File: src/rtl/lcd_hd44780_sequencer.sv
// HD44780 4-bit write sequencer: takes a command/data byte (or a lone init nibble)
// and plays it out on D7..D4 with timed EN pulses, hold, gap and post-write wait.
module lcd_hd44780_sequencer #(
    parameter int SETUP_CYCLES     = 4,
    parameter int EN_HIGH_CYCLES   = 25,
    parameter int HOLD_CYCLES      = 25,
    parameter int GAP_CYCLES       = 50,
    parameter int CMD_WAIT_CYCLES  = 2500,
    parameter int SLOW_WAIT_CYCLES = 82000,
    parameter int CNT_WIDTH        = 17
) (
    input  logic       clk,
    input  logic       rst_n,
    input  logic       cmd_wr_en,
    input  logic       data_wr_en,
    input  logic       nib_wr_en,
    input  logic [7:0] wr_data,
    input  logic       status_rd_en,
    output logic [7:0] status,
    output logic       done_strobe,
    output logic [3:0] lcd_data,
    output logic       lcd_rs,
    output logic       lcd_rw,
    output logic       lcd_en
);

    typedef enum logic [3:0] {
        IDLE, SETUP_H, EN_H, HOLD_H, GAP, SETUP_L, EN_L, HOLD_L, WAIT
    } state_t;

    // Counter load values: each phase lasts exactly N cycles, counting N-1 down to 0.
    localparam logic [CNT_WIDTH-1:0] LD_SETUP = CNT_WIDTH'(SETUP_CYCLES - 1);
    localparam logic [CNT_WIDTH-1:0] LD_EN    = CNT_WIDTH'(EN_HIGH_CYCLES - 1);
    localparam logic [CNT_WIDTH-1:0] LD_HOLD  = CNT_WIDTH'(HOLD_CYCLES - 1);
    localparam logic [CNT_WIDTH-1:0] LD_GAP   = CNT_WIDTH'(GAP_CYCLES - 1);
    localparam logic [CNT_WIDTH-1:0] LD_CMD   = CNT_WIDTH'(CMD_WAIT_CYCLES - 1);
    localparam logic [CNT_WIDTH-1:0] LD_SLOW  = CNT_WIDTH'(SLOW_WAIT_CYCLES - 1);

    state_t               state, state_nx;
    logic [CNT_WIDTH-1:0] cnt, cnt_nx;
    logic [3:0]           lo_q, lo_nx;
    logic                 nib_q, nib_nx;
    logic                 slow_q, slow_nx;
    logic                 busy, busy_nx;
    logic                 ovr, ovr_nx;
    logic                 en_nx, done_nx, rs_nx;
    logic [3:0]           data_nx;
    logic                 any_wr, last;
    logic [CNT_WIDTH-1:0] ld_wait;

    assign any_wr  = cmd_wr_en | data_wr_en | nib_wr_en;
    assign last    = (cnt == '0);
    assign ld_wait = slow_q ? LD_SLOW : LD_CMD;

    always_comb begin
        state_nx = state;
        cnt_nx   = cnt - CNT_WIDTH'(1);
        lo_nx    = lo_q;
        nib_nx   = nib_q;
        slow_nx  = slow_q;
        rs_nx    = lcd_rs;
        data_nx  = lcd_data;
        case (state)
            IDLE: begin
                cnt_nx = '0;
                if (any_wr) begin
                    state_nx = SETUP_H;
                    cnt_nx   = LD_SETUP;
                    lo_nx    = wr_data[3:0];
                    data_nx  = wr_data[7:4];
                    // cmd wins over data, data over nibble
                    rs_nx    = ~cmd_wr_en & data_wr_en;
                    nib_nx   = ~cmd_wr_en & ~data_wr_en;
                    slow_nx  = cmd_wr_en & (wr_data[7:2] == 6'd0);
                end
            end
            SETUP_H: if (last) begin state_nx = EN_H;   cnt_nx = LD_EN;   end
            EN_H:    if (last) begin state_nx = HOLD_H; cnt_nx = LD_HOLD; end
            HOLD_H: begin
                if (last) begin
                    if (nib_q) begin
                        state_nx = WAIT;
                        cnt_nx   = ld_wait;
                    end else begin
                        state_nx = GAP;
                        cnt_nx   = LD_GAP;
                    end
                end
            end
            GAP: begin
                if (last) begin
                    state_nx = SETUP_L;
                    cnt_nx   = LD_SETUP;
                    data_nx  = lo_q;
                end
            end
            SETUP_L: if (last) begin state_nx = EN_L;   cnt_nx = LD_EN;   end
            EN_L:    if (last) begin state_nx = HOLD_L; cnt_nx = LD_HOLD; end
            HOLD_L:  if (last) begin state_nx = WAIT;   cnt_nx = ld_wait; end
            WAIT:    if (last) begin state_nx = IDLE;   cnt_nx = '0;      end
            default: begin state_nx = IDLE; cnt_nx = '0; end
        endcase

        // Outputs are computed from the next state so the registers line up with it.
        en_nx   = (state_nx == EN_H) || (state_nx == EN_L);
        busy_nx = (state_nx != IDLE);
        done_nx = (state == WAIT) && last;
        // A dropped write in the same cycle as a status read keeps ovr set.
        ovr_nx  = (busy & any_wr) ? 1'b1 : (status_rd_en ? 1'b0 : ovr);
    end

    always_ff @(posedge clk) begin
        if (!rst_n) begin
            state       <= IDLE;
            cnt         <= '0;
            lo_q        <= '0;
            nib_q       <= 1'b0;
            slow_q      <= 1'b0;
            busy        <= 1'b0;
            ovr         <= 1'b0;
            lcd_en      <= 1'b0;
            lcd_data    <= '0;
            lcd_rs      <= 1'b0;
            done_strobe <= 1'b0;
        end else begin
            state       <= state_nx;
            cnt         <= cnt_nx;
            lo_q        <= lo_nx;
            nib_q       <= nib_nx;
            slow_q      <= slow_nx;
            busy        <= busy_nx;
            ovr         <= ovr_nx;
            lcd_en      <= en_nx;
            lcd_data    <= data_nx;
            lcd_rs      <= rs_nx;
            done_strobe <= done_nx;
        end
    end

    assign status = {busy, ovr, 6'b0};
    assign lcd_rw = 1'b0;

endmodule

File: config.mk
export PLATFORM = sky130hd
export DESIGN_NAME = lcd_hd44780_sequencer
export DESIGN_NICKNAME = d
export VERILOG_FILES = /design/src/rtl/lcd_hd44780_sequencer.sv
export SDC_FILE = /design/constraint.sdc
export NUM_CORES = 1
export LEC_CHECK = 0
export BUFFER_PORTS_ARGS = -buffer_cell sky130_fd_sc_hd__buf_2
export CAP_MARGIN = 10
export CORE_MARGIN = 2
export CORE_UTILIZATION = 50
export CTS_BUF_LIST = sky130_fd_sc_hd__clkbuf_8
export DETAILED_ROUTE_END_ITERATION = 8
export GPL_TIMING_DRIVEN = 0
export PLACE_DENSITY = 0.72
export RECOVER_POWER = 25
export SLEW_MARGIN = 20
export SYNTH_ARGS = -nofsm -noshare
export SYNTH_HDL_FRONTEND = slang
export SYNTH_SLANG_ARGS = --single-unit
export TNS_END_PERCENT = 20
File: constraint.sdc
create_clock -name clk -period 4.55 [get_ports clk]
set_input_delay 1.365 -clock clk [delete_from_list [all_inputs] [get_ports clk]]
set_output_delay 1.365 -clock clk [all_outputs]
set_load 0.02 [all_outputs]
==> results.cfg <==
[pwr]
powerDensity_nw_per_um2 = 798
swShare_pct = 45.4
irDropWorstVdd_mv = 0.458
p_seq_share_pct = 30.3
switching_power_uw = 798
clkPwrFrac_pct = 14.0
p_leak_nw = 0.885
total_power_mw = 1.76
intPower_uw = 961
combPwrFrac_pct = 55.8

[finish]
n_fill_cell = 353
final_cell_mix = dfxtp_1, nand2_1, nor2_1
area_growth_pct = 13.6
layout.nets = 278
antenna_cells = 0
ff_latch_area_um2 = 721
finalCoreUtilization_pct = 59.7
final_cell_area_um2 = 2200
final_common_cell = dfxtp_1
fin_cells = 311
drive_gt1_share_pct = 14.4
multi_input_area_um2 = 1100

[detailed_routing]
vias = 1688
drt_iter0_markers = 160
wl_per_cell_um = 13.3
antenna_left = 0
first_pass_iters = 4
route.detailed.drc = 0
vias_per_cell = 5.43
finalWirelength_mm = 4.13

[synthesis]
syn_area_per_cell_um2 = 8.51
ys_types = 55
synth_area_leaders = dfxtp_1, nand2_1, nor2_1
synthArstFlopShare_pct = 0
synth_largest_area_cell = dfxtp_1
ys.flop_type = dfxtp_1
netlist.area_leader.share_pct = 37.2
syn_inst = 228
synthesis.area_um2 = 1940
synth_enable_flop_cells = 0
synth_warnings = 0
yosys_register_bits = 36
seq_area_frac_synth_pct = 37.2

[place]
post_dp_cell_area_um2 = 2130
place_congestion = 0.875
io_buffers = 22
hpwl_mm = 3.05
place_inst = 304

[clocking]
cts_resized = 0
clock_sinks = 36
htreeDepth = 2
clkLatencyLatePin_ps = 290
cts_setup_buffers = 0
cts_root_buf = clkbuf_8
numCtsBuffers = 5
cts_hold_buf = 0
clkSlewWorstSetupHoldPaths_ps = 70
cts_tree = built
cts_buffer_depth = 2

[floorplanning]
die_h_um = 66.3
start_util_pct = 52.6
die_w_um = 66.3
die-area_um2 = 4390
io_pins = 30
core_um2 = 3690
rows = 22

[critical_path]
cp.arrival_ps = 2910
cp_num_buf_inv = 2
worstSetupStartpointType = primary input
rr_endpoint = busy
r2r_cells = 8
cp.required_ps = 4740
end_kind = flip-flop
max_stage_delay_ps = 440
r2r_slack_ps = 1900
critPathTopFamily = simple AND/OR/NAND/NOR gates
reg2reg_from = cnt[0]
crit_chain = buf_2 -> or3_1 -> nand2b_1 -> clkbuf_1 -> o31ai_2 -> o211a_1
path_class = in -> reg
cp_max_fo = 9
cp_slowest_cell = or3_1

[worst_hold_path]
worstHoldStart = lo_q[2]
hold_depth = 2
hp-class = reg -> reg
worstHoldEndpoint = lo_q[2]

[global_routing]
grt_pass1_wl_mm = 7.05
grtUsageMet2_pct = 33.8
grt_usage_pct = 21.4
first_global_vias = 1542
met3_usage_pct = 5.62
grt_overflow_total = 0
antenna_found_initial = 0
grt_max_degree = 11
met1_usage_pct = 27.8
grt.busiest_layer = met2

[timing]
period_share_pct = 59.8
skew_ps = 2.88
max_slew_margin_pct = 54.2
tns_ps = 0
hold_violations = 0
report.final.slew_viol_count = 0
setup-violations-final = 0
rsz0062_at_grt = false
worstMarginPinSlew_ps = 685
min_period_ps = 2720
max_freq_ghz = 0.367

[outcome]
outcome = completed

[job]
drv_cap = 0
[how the worst max path moves through the flow]
stage	startpoint	end	slack [ps]	depth (start not counted)
after floorplan	data_wr_en	lcd_data[0]	1920	5
after global placement	data_wr_en	lcd_data[0]	1510	6
after detailed placement	data_wr_en	lcd_data[1]	1500	6
after CTS	data_wr_en	lcd_data[1]	1810	6
after global routing	cnt[0]	busy	1700	8
final	cmd_wr_en	lcd_data[1]	1830	6
[kinds of logic (layout without fill, tap and decap cells)]
family	Yosys count	in the layout	synth area share [%]
xor+xnor	12	12	5.42
fa+ha+maj	1	1	0.645
mux	4	4	2.06
compound gates	51	51	19.0
other cells	1	7	0.193
buf+inv	25	54	6.64
flops	36	36	37.2
simple gates	98	98	28.8
[registers in the layout (all words and copies together) (netlist names)]
| name | flops |
|---|---|
| cnt | 17 |
| lcd_data | 4 |
| lo_q | 4 |
| state | 4 |
| busy | 1 |
| done_strobe | 1 |
| lcd_en | 1 |
| lcd_rs | 1 |
| nib_q | 1 |
| ovr | 1 |
| slow_q | 1 |
[metal layers]
layer	share of wire, %	vias to the layer above	wire (um)
met5	0	-	0
li1	-	871	-
met1	49	773	2010
met2	45	37	1860
met3	4.7	7	196
met4	1.6	0	65
[final cells by class]
class,instances,area share (%)
inverter,6,1.02
buffer,19,4.83
multi-input combinational,173,49.8
sequential,36,32.7
clock buffer,7,4.37
tap,48,2.73
timing repair buffer,22,4.54
[cells in the mapped netlist (2+ instances only)]
| cell | number |
|---|---|
| mux2i_1 | 4 |
| xnor2_1 | 7 |
| or4_1 | 2 |
| a21oi_1 | 12 |
| buf_4 | 9 |
| and2_1 | 2 |
| nand2b_1 | 2 |
| o21a_1 | 2 |
| nor4_2 | 2 |
| a211oi_1 | 2 |
| nand3_1 | 4 |
| nor3b_1 | 3 |
| nand3b_1 | 2 |
| or3_1 | 3 |
| nor3_1 | 9 |
| nor2b_1 | 6 |
| a21boi_0 | 8 |
| o31ai_1 | 2 |
| clkbuf_1 | 9 |
| nand4_1 | 3 |
| inv_1 | 6 |
| o211a_1 | 4 |
| nand2_1 | 27 |
| o31a_1 | 2 |
| nor4_1 | 4 |
| nor2_1 | 19 |
| xor2_1 | 5 |
| o21ai_0 | 6 |
| dfxtp_1 | 36 |
[tightest hold or removal path, cell delays in order (launching register included)]
cell      delay [ps]
dfxtp_1          310
nand2_1           50
a21boi_0          60
[metrics by stage]
stage | setup slack, ps | hold slack, ps
floorplan | 1920 | 443
global placement | 1510 | 452
detailed placement | 1500 | 459
CTS | 1810 | 468
global route | 1700 | 496
finish | 1830 | 468
[power groups by stage]
stage               clock network [mW]  logic [mW]  registers, mW
floorplan                            0       0.791          0.539
global placement                     0        1.00          0.534
detailed placement                   0        1.01          0.537
CTS                              0.253        1.02          0.532
global route                     0.268        1.10          0.549
finish                           0.245       0.981          0.532
(Power assumes the default switching activity.)
